<file path="src/rtl/conway_scanout.sv">
// conway_scanout
//   Display-side reader of the Conway accelerator's current generation buffer.
//   Follows the VGA timing counters and fetches each grid row one word ahead of
//   need. Each 20-cell word is shifted out MSB first as a 1-bit pixel stream.
//   It also emits a once-per-frame ready_sig pulse at the start of vertical
//   blanking, which the accelerator uses to time its buffer swap.
//
// Ports
//   clk          system clock
//   reset        synchronous, active-high
//   pix_en       pixel strobe; hcount/vcount advance on cycles where it is high
//   hcount       horizontal pixel counter (11 bits)
//   vcount       vertical line counter (11 bits)
//   address_b    read address {row[9:0], word[5:0]}
//   q_b          read data, valid 1 clk after address_b changes
//   pixel        current cell value (1 = live)
//   pixel_valid  visible area and streaming
//   ready_sig    one-clk pulse at the start of vertical blanking
//   underrun     sticky: a visible line started without its first word loaded
//
// States
//   IDLE   | waiting for the prefetch point of the line before a visible row
//   FETCH  | first word of the row requested, data arrives next clk
//   LOADED | first word in shreg, waiting for hcount 0 of the row's line
//   ACTIVE | shifting the row out, one cell per pix_en

module conway_scanout #(
  parameter int WORD_W        = 20,
  parameter int WORDS_PER_ROW = 64,
  parameter int ROWS          = 1024,
  parameter int H_ACTIVE      = 1280,
  parameter int V_ACTIVE      = 1024,
  parameter int V_TOTAL       = 1066,
  parameter int H_PREFETCH    = 1290
) (
  input  logic              clk,
  input  logic              reset,
  input  logic              pix_en,
  input  logic [10:0]       hcount,
  input  logic [10:0]       vcount,
  output logic [15:0]       address_b,
  input  logic [WORD_W-1:0] q_b,
  output logic              pixel,
  output logic              pixel_valid,
  output logic              ready_sig,
  output logic              underrun
);

  localparam logic [10:0] H_ACT     = 11'(H_ACTIVE);
  localparam logic [10:0] V_ACT     = 11'(V_ACTIVE);
  localparam logic [10:0] V_LAST    = 11'(V_TOTAL - 1);
  localparam logic [10:0] H_PF      = 11'(H_PREFETCH);
  localparam logic [10:0] ROWS_L    = 11'(ROWS);
  localparam logic [5:0]  LAST_WORD = 6'(WORDS_PER_ROW - 1);
  localparam logic [4:0]  LAST_BIT  = 5'(WORD_W - 1);

  typedef enum logic [1:0] {IDLE, FETCH, LOADED, ACTIVE} state_t;

  state_t            state;
  logic [WORD_W-1:0] shreg;
  logic [WORD_W-1:0] nxt;
  logic [5:0]        word_idx;
  logic [4:0]        bit_idx;
  logic [9:0]        row;
  logic              nxt_pend;

  logic              line_start_pos;
  logic [10:0]       next_row;
  logic              streaming;
  logic              do_shift;

  assign line_start_pos = (hcount == 11'd0) && (vcount < V_ACT);
  assign next_row       = (vcount == V_LAST) ? 11'd0 : vcount + 11'd1;

  // Column 0 must appear in the same clk as its pix_en, which is also the clk
  // in which LOADED hands over to ACTIVE, so LOADED at hcount 0 already streams.
  assign streaming = (state == ACTIVE) || ((state == LOADED) && line_start_pos);
  assign do_shift  = pix_en && streaming;

  assign pixel       = streaming && shreg[WORD_W-1];
  assign pixel_valid = streaming && (hcount < H_ACT) && (vcount < V_ACT);
  assign ready_sig   = !reset && pix_en && (hcount == 11'd0) && (vcount == V_ACT);

  always_ff @(posedge clk) begin
    if (reset) begin
      state     <= IDLE;
      shreg     <= '0;
      nxt       <= '0;
      word_idx  <= '0;
      bit_idx   <= '0;
      row       <= '0;
      nxt_pend  <= 1'b0;
      address_b <= '0;
      underrun  <= 1'b0;
    end else begin
      if (nxt_pend) begin
        nxt      <= q_b;
        nxt_pend <= 1'b0;
      end

      if (pix_en && line_start_pos && (state != LOADED))
        underrun <= 1'b1;

      case (state)
        IDLE: begin
          if (pix_en && (hcount == H_PF) && (next_row < ROWS_L)) begin
            address_b <= {next_row[9:0], 6'd0};
            row       <= next_row[9:0];
            state     <= FETCH;
          end
        end
        FETCH: begin
          shreg    <= q_b;
          word_idx <= '0;
          bit_idx  <= '0;
          state    <= LOADED;
        end
        LOADED: begin
          if (pix_en && line_start_pos)
            state <= ACTIVE;
        end
        ACTIVE: ;
        default: state <= IDLE;
      endcase

      // Shift path; the end-of-row IDLE below overrides the ACTIVE above.
      if (do_shift) begin
        if ((bit_idx == 5'd0) && (word_idx < LAST_WORD)) begin
          address_b <= {row, word_idx + 6'd1};
          nxt_pend  <= 1'b1;
        end
        if (bit_idx == LAST_BIT) begin
          shreg   <= nxt;
          bit_idx <= '0;
          if (word_idx == LAST_WORD)
            state <= IDLE;
          else
            word_idx <= word_idx + 6'd1;
        end else begin
          shreg   <= shreg << 1;
          bit_idx <= bit_idx + 5'd1;
        end
      end
    end
  end

endmodule

</file>
<file path="config.mk">
export PLATFORM = sky130hd
export DESIGN_NAME = conway_scanout
export DESIGN_NICKNAME = d
export VERILOG_FILES = /design/src/rtl/conway_scanout.sv
export SDC_FILE = /design/constraint.sdc
export NUM_CORES = 1
export LEC_CHECK = 0
export CORE_ASPECT_RATIO = 0.9
export CORE_MARGIN = 1.5
export CORE_UTILIZATION = 40
export DETAILED_ROUTE_END_ITERATION = 10
export GPL_TIMING_DRIVEN = 0
export HOLD_SLACK_MARGIN = 0.02
export PLACE_DENSITY = 0.66
export SLEW_MARGIN = 5
export SYNTH_ARGS = -nofsm -noshare
export SYNTH_HDL_FRONTEND = slang
export SYNTH_SLANG_ARGS = --single-unit
</file>
<file path="constraint.sdc">
create_clock -name clk -period 3.2 [get_ports clk]
set_input_delay 0.32 -clock clk [delete_from_list [all_inputs] [get_ports clk]]
set_output_delay 0.32 -clock clk [all_outputs]
set_load 0.01 [all_outputs]
</file>
==> metrics.cfg <==
[grt]
grt_pass1_vias = 3613
gr-usage-all-layers = 0.210
overflow = 0
grt_max_degree = 14
grt_pass1_wl_mm = 17.8
grt_antenna_before_repair = 0

[route]
drt_wl_total_mm = 11.0
ant_nets = 0
drt_iter0_drc = 198
vias = 3894
drtPass1Iterations = 4
drc = 0
wl_per_cell_um = 16.2
avgViaCountPerCell = 5.72

[layout]
n_antenna_cell = 0
multiInputGateArea_mm2 = 0.00221
final_cells = 681
nFillCells = 911
layout_commonest_cell = dfxtp_1
fin_nets = 601
mostFrequentLayoutCells = 81 x dfxtp_1, 74 x nand2_1, 62 x clkdlybuf4s50_1, 32 x nor2_1, 29 x clkbuf_1
fin_util = 0.518
synthToLayoutAreaGrowth_pct = 25.3
seqCellArea_mm2 = 0.00162
drive_gt1_frac = 0.0595

[cts]
cts_root_buffer = clkbuf_8
cts.sinks = 81
holdBufCountCts = 0
insertion_delay_ns = 0.35
cts_max_level = 3
cts_buffer_depth = 2
cts_tree = done
path_clk_slew_ns = 0.08
cts.repair.resized = 0
cts_setup_buffers = 0
cts_made_buffers = 9

[yosys]
ys.flop_type = dfxtp_1
syn_inst = 477
async_flop_share = 0
ys_seq_area_frac = 0.403
avgSynthCellArea_um2 = 8.44
ys_seq_elements = 81
ys_warn_count = 0
yosysUniqueCellTypes = 52
syn-cell-area_mm2 = 0.00403
synthesis.nets = 528
synth_enable_flop_cells = 0

[power_and_ir_drop]
cellLeakagePower_nw = 1.61
ir_worst_vdd_v = 0.000223
p_int_w = 0.00159
p_total_w = 0.00202
clockPowerShare = 0.441
swShare = 0.213
p_per_area_mw_per_mm2 = 399
seq_power_share = 0.500
switchingPower_w = 0.000428
combPwrFrac = 0.059

[flow_run]
timing.max_cap.violations = 0

[timing]
hold_viol = 0
setup_tns_ns = 0
fin_skew_ns = 0.0112
tightestPinTransition_ns = 0.816
period_share = 0.835
fmax_mhz = 374
relSlewSlack = 0.456
slew_viol_final = 0
finalSetupViolCount = 0
rsz0062_at_grt = no
fin_ws_ns = 0.529
min_period_ns = 2.67

[floorplan]
start_util = 0.413
io_pins = 65
core_area_mm2 = 0.00974
die_x_um = 109
die_h_um = 98.2
rows = 34
dieArea_mm2 = 0.0107

[hold_path]
hold_class = reg2reg
hold_depth = 2

[outcome]
outcome = finished, final reports clean

[critical_path]
path_depth = 5
cp_data_arrival_time_ns = 2.35
cp-start-kind = primary input
critPathTopFamily = buffers and inverters
worstPathCellList = clkdlybuf4s50_1, nor4_2, a41o_1, and4_1, clkdlybuf4s50_1
cp.required_ns = 2.88
slowest_delay_ns = 0.54
cp_num_buf_inv = 2
worstSetupEndpointType = output pin
critPathMaxFanout = 8
worstSetupPathType = in2out
cp_common_cell = clkdlybuf4s50_1
critPathSlowestCell = clkdlybuf4s50_1
r2r_cells = 7

[place]
port_buffers = 62
post-dp-hpwl_mm = 7.86
placed_cells = 665
place_ws_ns = 0.379
place.gp.congestion = 0.847

## synthesized netlist by cell type (all sizes together), types with 2 or more instances
cell     count  share of area
nor2        32          0.030
clkbuf      27          0.025
a31oi        2         0.0031
a311oi      27          0.059
nor2b        2         0.0031
and4         5          0.011
ha           6          0.019
nand3       20          0.025
nand2       74          0.069
o211ai      12          0.022
o311ai       3         0.0065
xnor2        4         0.0087
a21oi       27          0.034
inv         11          0.010
nor4b        3         0.0065
and3         7          0.011
or4          2         0.0047
buf         10          0.013
a211o        2         0.0044
a211oi      21          0.039
mux2i       21          0.052
nand2b       2         0.0031
nor4         6          0.016
dfxtp       81           0.40
o2111ai      3         0.0065
xor2         4         0.0087
o41ai        3         0.0084
nand4        6         0.0093
a2111o       2         0.0056
or2          3         0.0047
o21ai        4         0.0050
nor3        12          0.015
and2        21          0.033
## power by group through the flow
| stage | Combinational (W) | Clock (W) | Sequential (W) |
|---|---|---|---|
| finish | 0.000120 | 0.000889 | 0.00101 |
| global route | 0.000129 | 0.000944 | 0.00101 |
| CTS | 0.000120 | 0.000901 | 0.00101 |
| detailed placement | 0.000119 | 0 | 0.00103 |
| global placement | 0.000118 | 0 | 0.00103 |
| floorplan | 0.0000374 | 0 | 0.00103 |
## sequential cells by signal, indices dropped and copies added, names as in the netlist
register	flops
nxt	20
shreg	20
address_b	16
row	10
word_idx	6
bit_idx	5
state	2
nxt_pend	1
underrun	1
## worst reg2reg max path, cell delays in order, from the launching register on
cell	delay (ns)
dfxtp_1	0.44
ha_1	0.26
and3_1	0.21
nand3_1	0.15
nand4_1	0.31
clkbuf_1	0.44
nor3_1	0.11
a311oi_1	0.28
## per-layer routing
layer | part of all wire | routed length, µm | vias to the layer above | GRT usage
met2 | 0.45 | 4950 | 102 | 0.318
met5 | 0 | 0 | - | 0
met4 | 0.010 | 115 | 0 | 0.0577
li1 | - | - | 1901 | -
met3 | 0.045 | 496 | 10 | 0.0367
met1 | 0.49 | 5440 | 1881 | 0.305
## final timing paths
path	start	end	slack, ns
worst min-delay path	row[1]	row[1]	0.46
worst max-delay path	hcount[1]	pixel_valid	0.53
worst max register to register	word_idx[0]	address_b[11]	0.92
worst min register to register	row[1]	row[1]	0.46
## kinds of logic (layout without fill, tap and decap cells)
group / count (synthesis) / count (layout) / share of synthesized area
DFF: 81 / 81 / 0.403
xor gates and xnor gates: 8 / 8 / 0.0174
adders and majority gates: 6 / 6 / 0.0187
AOI/OAI and AO/OA: 113 / 113 / 0.209
buffers and inverters: 48 / 126 / 0.0488
muxes: 22 / 22 / 0.0550
and+or+nand+nor: 199 / 199 / 0.249
## cell type report
cell class | count | share of cell area
Multi-Input combinational cell | 348 | 0.439
Sequential cell | 81 | 0.321
Timing Repair Buffer | 62 | 0.123
Tap cell | 126 | 0.0312
Buffer | 37 | 0.0308
Clock buffer | 11 | 0.0260
Clock inverter | 5 | 0.0206
Inverter | 11 | 0.00818
## metrics by stage
step,hold WS (ns),cell area [µm²]
3_3_place_gp,0.439,4800
2_1_floorplan,0.433,4030
3_5_place_dp,0.448,4800
4_1_cts,0.459,5040
6_report,0.459,5040
5_1_grt,0.479,5040
No activity file was read; power rests on OpenSTA's default activity.
